--- src/rtl/inst_fetch.sv ---
// Instruction-fetch front end: holds the PC, addresses the asynchronous ROM and
// captures each returned word into an IF/ID register handed to decode on valid/allowin.
module inst_fetch #(
   parameter int unsigned ADDR_W   = 5,
   parameter logic [31:0] RESET_PC = 32'h0000_0000
) (
   input  logic              clk,
   input  logic              resetn,
   output logic [ADDR_W-1:0] rom_addr,
   input  logic [31:0]       rom_inst,
   input  logic              redirect_valid,
   input  logic [31:0]       redirect_pc,
   input  logic              id_allowin,
   output logic              if_valid,
   output logic [31:0]       if_pc,
   output logic [31:0]       if_inst,
   output logic [31:0]       fetch_count
);

   localparam int unsigned PC_W = 32;

   typedef enum logic {
      BOOT = 1'b0,
      RUN  = 1'b1
   } state_t;

   state_t            state_q;
   logic [PC_W-1:0]   pc_q;
   logic              if_valid_q;
   logic [PC_W-1:0]   if_pc_q;
   logic [31:0]       if_inst_q;
   logic [31:0]       fetch_count_q;

   logic              adv_c;
   logic              handoff_c;
   logic [PC_W-1:0]   redirect_target_c;

   assign adv_c             = (state_q == RUN) && (!if_valid_q || id_allowin);
   assign handoff_c         = if_valid_q && id_allowin;
   assign redirect_target_c = redirect_pc & ~PC_W'(3);

   // ROM address is a plain slice of the PC; out-of-range PCs alias within the ROM.
   assign rom_addr = pc_q[ADDR_W+1:2];

   always_ff @(posedge clk or negedge resetn) begin
      if (!resetn) begin
         state_q       <= BOOT;
         pc_q          <= RESET_PC;
         if_valid_q    <= 1'b0;
         if_pc_q       <= '0;
         if_inst_q     <= '0;
         fetch_count_q <= '0;
      end else begin
         if (handoff_c) begin
            fetch_count_q <= fetch_count_q + 32'd1;
         end
         unique case (state_q)
            BOOT: begin
               state_q <= RUN;
               if (redirect_valid) begin
                  pc_q <= redirect_target_c;
               end
            end
            RUN: begin
               // Redirect flushes the held word regardless of decode backpressure.
               if (redirect_valid) begin
                  pc_q       <= redirect_target_c;
                  if_valid_q <= 1'b0;
               end else if (adv_c) begin
                  if_inst_q  <= rom_inst;
                  if_pc_q    <= pc_q;
                  if_valid_q <= 1'b1;
                  pc_q       <= pc_q + PC_W'(4);
               end
            end
            default: begin
               state_q <= BOOT;
            end
         endcase
      end
   end

   assign if_valid    = if_valid_q;
   assign if_pc       = if_pc_q;
   assign if_inst     = if_inst_q;
   assign fetch_count = fetch_count_q;

endmodule

--- config.mk ---
export PLATFORM = sky130hd
export DESIGN_NAME = inst_fetch
export DESIGN_NICKNAME = d
export VERILOG_FILES = /design/src/rtl/inst_fetch.sv
export SDC_FILE = /design/constraint.sdc
export NUM_CORES = 1
export LEC_CHECK = 0
export BUFFER_PORTS_ARGS = -buffer_cell sky130_fd_sc_hd__buf_2
export CAP_MARGIN = 10
export CORE_MARGIN = 2
export CORE_UTILIZATION = 41
export DETAILED_ROUTE_END_ITERATION = 8
export PLACE_DENSITY = 0.68
export SYNTH_ARGS = -nofsm -noshare
export SYNTH_HDL_FRONTEND = slang
export SYNTH_SLANG_ARGS = --single-unit
--- constraint.sdc ---
create_clock -name clk -period 6.25 [get_ports clk]
set_input_delay 0.9375 -clock clk [delete_from_list [all_inputs] [get_ports clk]]
set_output_delay 0.9375 -clock clk [all_outputs]
set_load 0.02 [all_outputs]
==> run_results.csv, run 1 <==
group,metric,value,unit
outcome,status,"finished, final reports clean",
yosys,yosys-top-cells-area,"dfrtp_1, mux2_2, xnor2_1, nand2_1, xor2_1",
yosys,synth_top_area_cell,"dfrtp_1",
setup_path,criticalPathCategory,"primary input to flop",
power,p_leak,3.40,nW
floorplan,die_h,121,um
global_routing,grt_pass1_wl,20400,um
route,dr_wl_met3,826,um
sta,worst_slack,2.85,ns
setup_path,r2r_start,"state_q",
yosys,synthCells,472,
global_routing,grt_pass1_vias,4138,
place,preCtsSetupSlack,2.44,ns
power,pwr_density_cell,347,nW/um^2
place,dp_cells,789,
route,via_per_inst,5.12,
sta,slew_headroom,30.6,%
clocking,cts_tree,"done",
sta,grt_setup_unrepaired,"no",
route,drc,0,
route,routed-via-count,4196,
place,dpl.hpwl,9000,um
setup_path,cpLargestDelayFamily,"simple AND/OR/NAND/NOR gates",
yosys,syn_area_per_cell,11.8,um^2
global_routing,grt_max_degree,86,
floorplan,num_rows,42,
clocking,root_buffer,"clkbuf_16",
route,drt-initial-drc-count,202,
min_path,worstHoldStart,"fetch_count[31]",
yosys,ys_top_cells_by_count,"dfrtp_1, mux2_2, nand2_1, nand3_1, xnor2_1",
global_routing,grt_antenna_before_repair,0,
yosys,synth_edf_count,0,
clocking,clk_pin_slew_worst_paths,0.05,ns
power,ir_drop,0.220,mV
finish,instances_no_fill,820,
yosys,yosysMostFrequentCell,"dfrtp_1",
min_path,hold_class,"flop to flop",
floorplan,num_io_pins,170,
yosys,synthArstFlopShare,100,%
clocking,post_cts_buffers,0,
floorplan,core,13200,um^2
route,drt-total-wl,12800,um
clocking,numCtsBuffers,17,
place,gp_congestion,0.827,
sta,tightest_slew,1.04,ns
yosys,ys_seq_area_share,56.5,%
power,power.total,2.46,mW
finish,antenna_cells,0,
sta,max_freq,0.294,GHz
route,wl_met1,5560,um
finish,fin_nets,702,
clocking,cts_hold_buf,0,
clocking,htreeDepth,4,
route,dr.pass1.iters,4,
sta,finalSetupViolCount,0,
route,wire_per_inst,15.6,um
sta,finalCritPeriodShare,54.5,%
yosys,synth_top_area_share,56.5,%
finish,drive_gt1_share,41.8,%
setup_path,crit_path_start_kind,"primary input",
setup_path,crit_start,"redirect_valid",
sta,report.final.slew_viol_count,0,
place,port_buffers,165,
clocking,cts_buffer_depth,2,
sta,tns,0,ns
floorplan,die_area,14600,um^2
sta,clock_skew,0.00555,ns
global_routing,grt_remaining_overflow,0,
yosys,ys_types,53,
route,ant_nets,0,
floorplan,start_util,42.1,%
yosys,ys_seq_elements,126,
setup_path,crit_chain,"buf_2 -> nor2b_1 -> nand2_4 -> nor4_2 -> or3b_1 -> nand3_1",
route,top_layer_used,"met4",
finish,syn_to_final_growth,27.4,%
setup_path,cp_slowest_cell,"nand2_4",
global_routing,grt_usage,18.0,%
route,route.met2.wl,6340,um
yosys,synthFlopType,"dfrtp_1",
setup_path,required,6.59,ns
setup_path,max_stage_delay,0.70,ns
floorplan,fp.dieW,121,um
job,maxCapViolations,0,
clocking,post_cts_resized,0,
yosys,yosys_warnings,0,
yosys,synth_area,5580,um^2
setup_path,crit_arrival,3.74,ns
clocking,clock_latency,0.41,ns
setup_path,path_buf_inv,1,
sta,final.min_clock_period,3.40,ns
clocking,clock_sinks,126,
setup_path,worstPathMaxFanout,73,
setup_path,crit_path_end_kind,"flop",
sta,timing.final.hold_violations,0,
metal layers:
metal | GRT usage [%] | vias to the layer above
met5 | 0 | -
met4 | 6.54 | 0
met3 | 5.33 | 2
met2 | 28.1 | 127
met1 | 23.8 | 2081
li1 | - | 1986
worst register-to-register path, stage by stage, from the launching register on:
cell	delay (ns)
dfrtp_1	0.45
nor2b_1	0.64
nand2_4	0.70
nor4_2	0.59
or3b_1	0.39
nand3_1	0.08
metrics by stage:
stage	utilization (%)	instance area, um^2	hold slack [ns]
5_1_grt	53.7	7110	0.488
3_3_place_gp	49.2	6510	0.456
4_1_cts	53.7	7110	0.475
3_5_place_dp	49.2	6510	0.464
6_report	53.7	7110	0.468
2_1_floorplan	-	5580	0.513
report_power, final:
part | internal, mW | switching (mW) | total, mW
clock | 0.645 | 0.324 | 0.969
combinational | 0.191 | 0.276 | 0.467
sequential | 0.937 | 0.0900 | 1.03
cell usage in the layout, fill, tap and decap left out, types with 6 or more instances in the layout:
master,instances
dfrtp_1,126
nand3_1,27
buf_2,164
mux2_2,62
clkbuf_16,17
nor2_1,14
nor3_1,9
clkbuf_8,6
xnor2_1,26
inv_1,8
nand4_1,13
o21ai_0,18
and3_1,10
nand2_1,49
xor2_1,18
cells by family after synthesis:
family                     Yosys count  synth area share (%)
buffers and inverters               34                  2.92
muxes                               63                  12.7
AOI/OAI and AO/OA                   50                  6.32
DFF                                126                  56.5
xor gates and xnor gates            44                  6.91
adders and majority gates            2                 0.448
and+or+nand+nor                    151                  14.1
other                                2                 0.135
sequential cells by signal (all words and copies together) (netlist names):
signal,count
if_inst,32
if_valid,1
pc_q,30
if_pc,30
state_q,1
fetch_count,32
final timing paths:
check	to	slack [ns]	cells past startpoint
max	pc_q[30]	2.85	6
min	fetch_count[31]	0.47	1
max reg2reg	pc_q[30]	3.32	5
min reg2reg	fetch_count[31]	0.47	1
max in group asynchronous	if_inst[31]	4.41	2
min in group asynchronous	fetch_count[23]	0.71	1
area by class of cell:
class / instances / area [um^2]
Timing Repair Buffer: 166 / 836
Fill cell: 1203 / 6130
Multi-Input combinational cell: 313 / 2270
Tap cell: 176 / 220
Inverter: 8 / 30.0
Sequential cell: 126 / 3150
Clock inverter: 6 / 80.1
Clock buffer: 25 / 515
Note: power is estimated with default switching activity, not from simulation.
==> inputs of run 2 (changes only) <==
PLACE_DENSITY = 0.71   (was 0.68)
clock period = 2.8 ns   (was 6.25 ns; I/O delays follow)
==> run 2 against run 1 <==
Net effect: die area is the same; count of clock-buffer cells in the layout shrank 1; critical path depth unchanged; flip-flop and latch count unchanged; via count is 2.1% higher; sequential power up 120%; total power grew 120%; design area is 0.16% higher; critical path type is now flop to flop; non-clock buffer count increased by 6; worst hold slack worse by 0.46 ns; wire length increased by 2.2%.
==> run_results.csv, run 2 (synthesis gave the netlist of run 1 again) <==
group,metric,value,unit
power,clkPwrFrac,37.4,%
floorplan,num_rows,42,
power,p_leak,3.41,nW
finish,utilization,53.8,%
finish,regArea,3150,um^2
setup_path,required,3.09,ns
clocking,clock_sinks,126,
place,port_buffers,165,
global_routing,grt_usage,18.5,%
clocking,numCtsBuffers,17,
finish,drive_gt1_share,41.9,%
global_routing,grt_remaining_overflow,0,
outcome,status,"finished, final reports clean",
setup_path,r2r_start,"pc_q[2]",
floorplan,num_io_pins,170,
global_routing,grt_max_degree,73,
sta,finalSetupViolCount,0,
finish,antenna_cells,0,
floorplan,fp.dieW,121,um
clocking,post_cts_resized,0,
power,ir_drop,0.575,mV
power,seqPwrFrac,42.9,%
finish,final_cell_mix,"buf_2, dfrtp_1, mux2_2",
setup_path,reg2reg_slack,0.58,ns
setup_path,crit_arrival,2.51,ns
power,p_sw,1.55,mW
route,drt-total-wl,13000,um
sta,final.min_clock_period,2.22,ns
sta,finalCritPeriodShare,79.4,%
clocking,cts_hold_buf,0,
sta,max_freq,0.450,GHz
setup_path,crit_path_end_kind,"flop",
sta,tns,0,ns
route,routed-via-count,4286,
place,dpl.hpwl,9400,um
clocking,cts_tree,"done",
finish,final.fill_count,1189,
floorplan,start_util,42.1,%
clocking,root_buffer,"clkbuf_16",
finish,syn_to_final_growth,27.6,%
route,dr.pass1.iters,4,
global_routing,grt_antenna_before_repair,0,
clocking,clock_latency,0.41,ns
route,drc,0,
power,p_int,3.78,mW
setup_path,crit_path_start_kind,"flop",
global_routing,grt_pass1_wl,21000,um
place,place_area,6580,um^2
sta,report.final.slew_viol_count,0,
floorplan,die_h,121,um
sta,grt_setup_unrepaired,"no",
finish,layout_commonest_cell,"buf_2",
sta,slew_headroom,44.9,%
sta,clock_skew,0.00796,ns
route,drt-initial-drc-count,183,
sta,tightest_slew,0.819,ns
clocking,htreeDepth,4,
setup_path,worstPathMaxFanout,7,
floorplan,die_area,14600,um^2
power,pwr_density_cell,749,nW/um^2
setup_path,crit_start,"pc_q[2]",
clocking,post_cts_buffers,0,
floorplan,core,13200,um^2
setup_path,criticalPathCategory,"flop to flop",
power,p_sw_share,29.1,%
min_path,hold_class,"primary input to asynchronous set/reset pin",
route,via_per_inst,5.18,
finish,multi_input_area,2270,um^2
place,gp_congestion,0.802,
clocking,cts_buffer_depth,2,
sta,timing.final.hold_violations,0,
power,combPwrFrac,19.7,%
finish,final_area,7120,um^2
route,ant_nets,0,
global_routing,grt_pass1_vias,4212,
finish,fin_nets,708,
clocking,clk_pin_slew_worst_paths,0.05,ns
route,wire_per_inst,15.8,um
job,maxCapViolations,0,
## run 2: cell types whose count changed in the layout (fill, tap and decap cells not counted)
cell / delta
clkbuf_1: +3
bufinv_16: -1
buf_12: +2
clkbuf_8: -4
clkinv_2: +3
buf_4: +4
## run 2: final cells by class
type,count,share of cell area [%]
Clock buffer,24,6.62
Clock inverter,8,0.914
Inverter,8,0.422
Multi-Input combinational cell,313,31.9
Sequential cell,126,44.3
Tap cell,176,3.09
Timing Repair Buffer,172,12.7
## run 2: power groups by stage
stage	Combinational, mW	Sequential (mW)	Clock [mW]
floorplan	0.388	2.57	0
global placement	1.05	2.30	0
detailed placement	1.07	2.32	0
CTS	1.07	2.29	2.04
global route	1.14	2.33	2.14
finish	1.05	2.29	1.99
## run 2: metrics by stage
stage | worst slack (ns) | std cells | hold slack, ns | total power, mW
after CTS | 0.564 | 827 | 0.0250 | 5.40
after detailed placement | 0.586 | 795 | 0.461 | 3.38
after global placement | 0.607 | 795 | 0.438 | 3.35
after floorplan | 0.764 | 473 | 0.124 | 2.96
after global routing | 0.448 | 827 | 0.0457 | 5.61
final | 0.576 | 827 | 0.00488 | 5.33
## run 2: per-layer routing
metal	global-route usage, %	part of all wire, %	up-vias
met1	23.5	42	2122
li1	-	-	2004
met2	29.4	49	143
met3	5.66	6.4	17
met5	0	0	-
met4	7.78	1.7	0
## run 2: final timing paths
| kind | endpoint | cells after the start |
|---|---|---|
| worst max-delay path | pc_q[28] | 6 |
| worst min-delay path | fetch_count[24] | 1 |
| worst max register to register | pc_q[28] | 6 |
| worst min register to register | if_pc[24] | 2 |
| max in group asynchronous | if_inst[31] | 2 |
| min in group clk | pc_q[3] | 3 |
## run 2: critical path, stage by stage, from the launching register on
cell      delay [ns]
dfrtp_1         0.43
ha_1            0.22
nand2_1         0.10
or3_1           0.53
or4_4           0.60
o211ai_2        0.17
nand2_1         0.07
==> inputs of run 3 (changes only) <==
clock period = 2 ns   (was 2.8 ns; I/O delays follow)
==> run 3 against run 2 <==
Net effect: core utilization grew 2.6 points; first-iteration DRC count grew 12%; combinational power grew 48%; clock power grew 63%; worst hold slack gained 0.096 ns; design area grew 4.9%; die area is the same; via count grew 1.4%; critical endpoint is now pc_q[30].
==> run_results.csv, run 3 (synthesis gave the netlist of run 1 again) <==
group,metric,value,unit
place,port_buffers,165,
route,dr.pass1.iters,5,
finish,drive_gt1_share,44.6,%
place,dpl.hpwl,9780,um
clocking,root_buffer,"clkbuf_16",
setup_path,crit_path_end_kind,"flop",
min_path,hold_class,"primary input to flop",
place,dp_cells,817,
setup_path,worstPathMaxFanout,6,
global_routing,grt_max_degree,51,
clocking,clk_pin_slew_worst_paths,0.05,ns
sta,finalSetupViolCount,0,
floorplan,num_io_pins,170,
floorplan,num_rows,42,
sta,grt_setup_unrepaired,"yes",
clocking,cts_buffer_depth,2,
sta,slew_headroom,55.9,%
floorplan,core,13200,um^2
global_routing,grt_usage,19.3,%
power,pwr_density_cell,1070,nW/um^2
clocking,htreeDepth,4,
setup_path,max_stage_delay,0.40,ns
sta,tns,0,ns
sta,worst_slack,0.0761,ns
floorplan,fp.dieW,121,um
sta,finalCritPeriodShare,96.2,%
finish,final_cell_mix,"buf_2, dfrtp_1, mux2_2",
setup_path,criticalPathCategory,"flop to flop",
clocking,clock_latency,0.41,ns
setup_path,path_buf_inv,1,
power,ir_drop,0.634,mV
route,via_per_inst,5.12,
route,wire_per_inst,15.6,um
finish,antenna_cells,0,
sta,timing.final.hold_violations,0,
sta,tightest_slew,0.661,ns
job,maxCapViolations,0,
route,drc,0,
finish,final.fill_count,1163,
global_routing,grt_remaining_overflow,0,
sta,max_freq,0.520,GHz
global_routing,grt_pass1_vias,4394,
sta,report.final.slew_viol_count,0,
outcome,status,"finished, final reports clean",
finish,regArea,3150,um^2
route,ant_nets,0,
floorplan,die_area,14600,um^2
setup_path,crit_chain,"ha_4 -> nand2_1 -> or3_4 -> buf_4 -> nor4_4 -> or3b_4 -> nand3_1",
clocking,cts_tree,"done",
floorplan,start_util,42.1,%
global_routing,grt_antenna_before_repair,1,
power,p_leak,3.59,nW
setup_path,cp_slowest_cell,"or3b_4",
finish,instances_no_fill,849,
global_routing,grt_pass1_wl,21800,um
place,preCtsSetupSlack,0.0115,ns
setup_path,crit_path_start_kind,"flop",
floorplan,die_h,121,um
finish,layout_commonest_cell,"buf_2",
setup_path,cpLargestDelayFamily,"simple AND/OR/NAND/NOR gates",
sta,final.min_clock_period,1.92,ns
setup_path,required,2.35,ns
finish,syn_to_final_growth,33.9,%
finish,multi_input_area,2330,um^2
route,drt-total-wl,13300,um
sta,clock_skew,0.0125,ns
route,drt-initial-drc-count,205,
setup_path,crit_arrival,2.27,ns
clocking,post_cts_buffers,0,
route,routed-via-count,4346,
place,gp_congestion,0.853,
power,power.total,7.98,mW
clocking,numCtsBuffers,17,
finish,fin_nets,731,
clocking,clock_sinks,126,
[run 3: worst min-delay path: stages]
cell and delay, ns:
buf_2 0.07, a32oi_1 0.05, nand2_1 0.06
[run 3: layer usage]
layer	wire [um]	global-route usage (%)
met3	846	7.08
met5	13	0
met1	5660	24.2
met4	143	6.10
met2	6580	30.9
[run 3: final timing paths]
check	cells past startpoint	end	slack, ns	from
setup / recovery	7	pc_q[30]	0.08	pc_q[3]
hold / removal	3	pc_q[24]	0.10	redirect_pc[24]
setup reg to reg	7	pc_q[30]	0.08	pc_q[3]
hold reg to reg	1	fetch_count[31]	0.47	fetch_count[31]
max in group asynchronous	3	if_pc[17]	0.90	resetn
min in group asynchronous	2	fetch_count[23]	0.46	resetn
[run 3: cell type report]
class	instances	area share, %
repair buffers	195	14.8
clock inverters	6	1.74
clock buffers	25	6.63
inverters	8	0.402
well taps	176	2.95
flip-flops and latches	126	42.2
multi-input cells	313	31.2
[run 3: timing repair]
item,CTS,global route
setup endpoints to repair,1,7
hold buffers,1,0
hold endpoints to repair,46,0
gates resized for setup,1,6
[run 3: per-stage QoR]
stage | utilization, % | hold WS (ns) | cell area (um^2)
global route | 56.4 | 0.0862 | 7470
CTS | 56.1 | 0.0796 | 7430
detailed placement | 51.2 | 0.379 | 6790
global placement | 51.2 | 0.372 | 6790
floorplan | - | 0.00441 | 5600
finish | 56.4 | 0.101 | 7470
[run 3: power breakdown]
part	internal [mW]	leakage (nW)	switching, mW	total [mW]
clock network	2.21	0.307	1.03	3.24
registers	2.93	1.55	0.263	3.19
logic	0.653	1.74	0.899	1.55
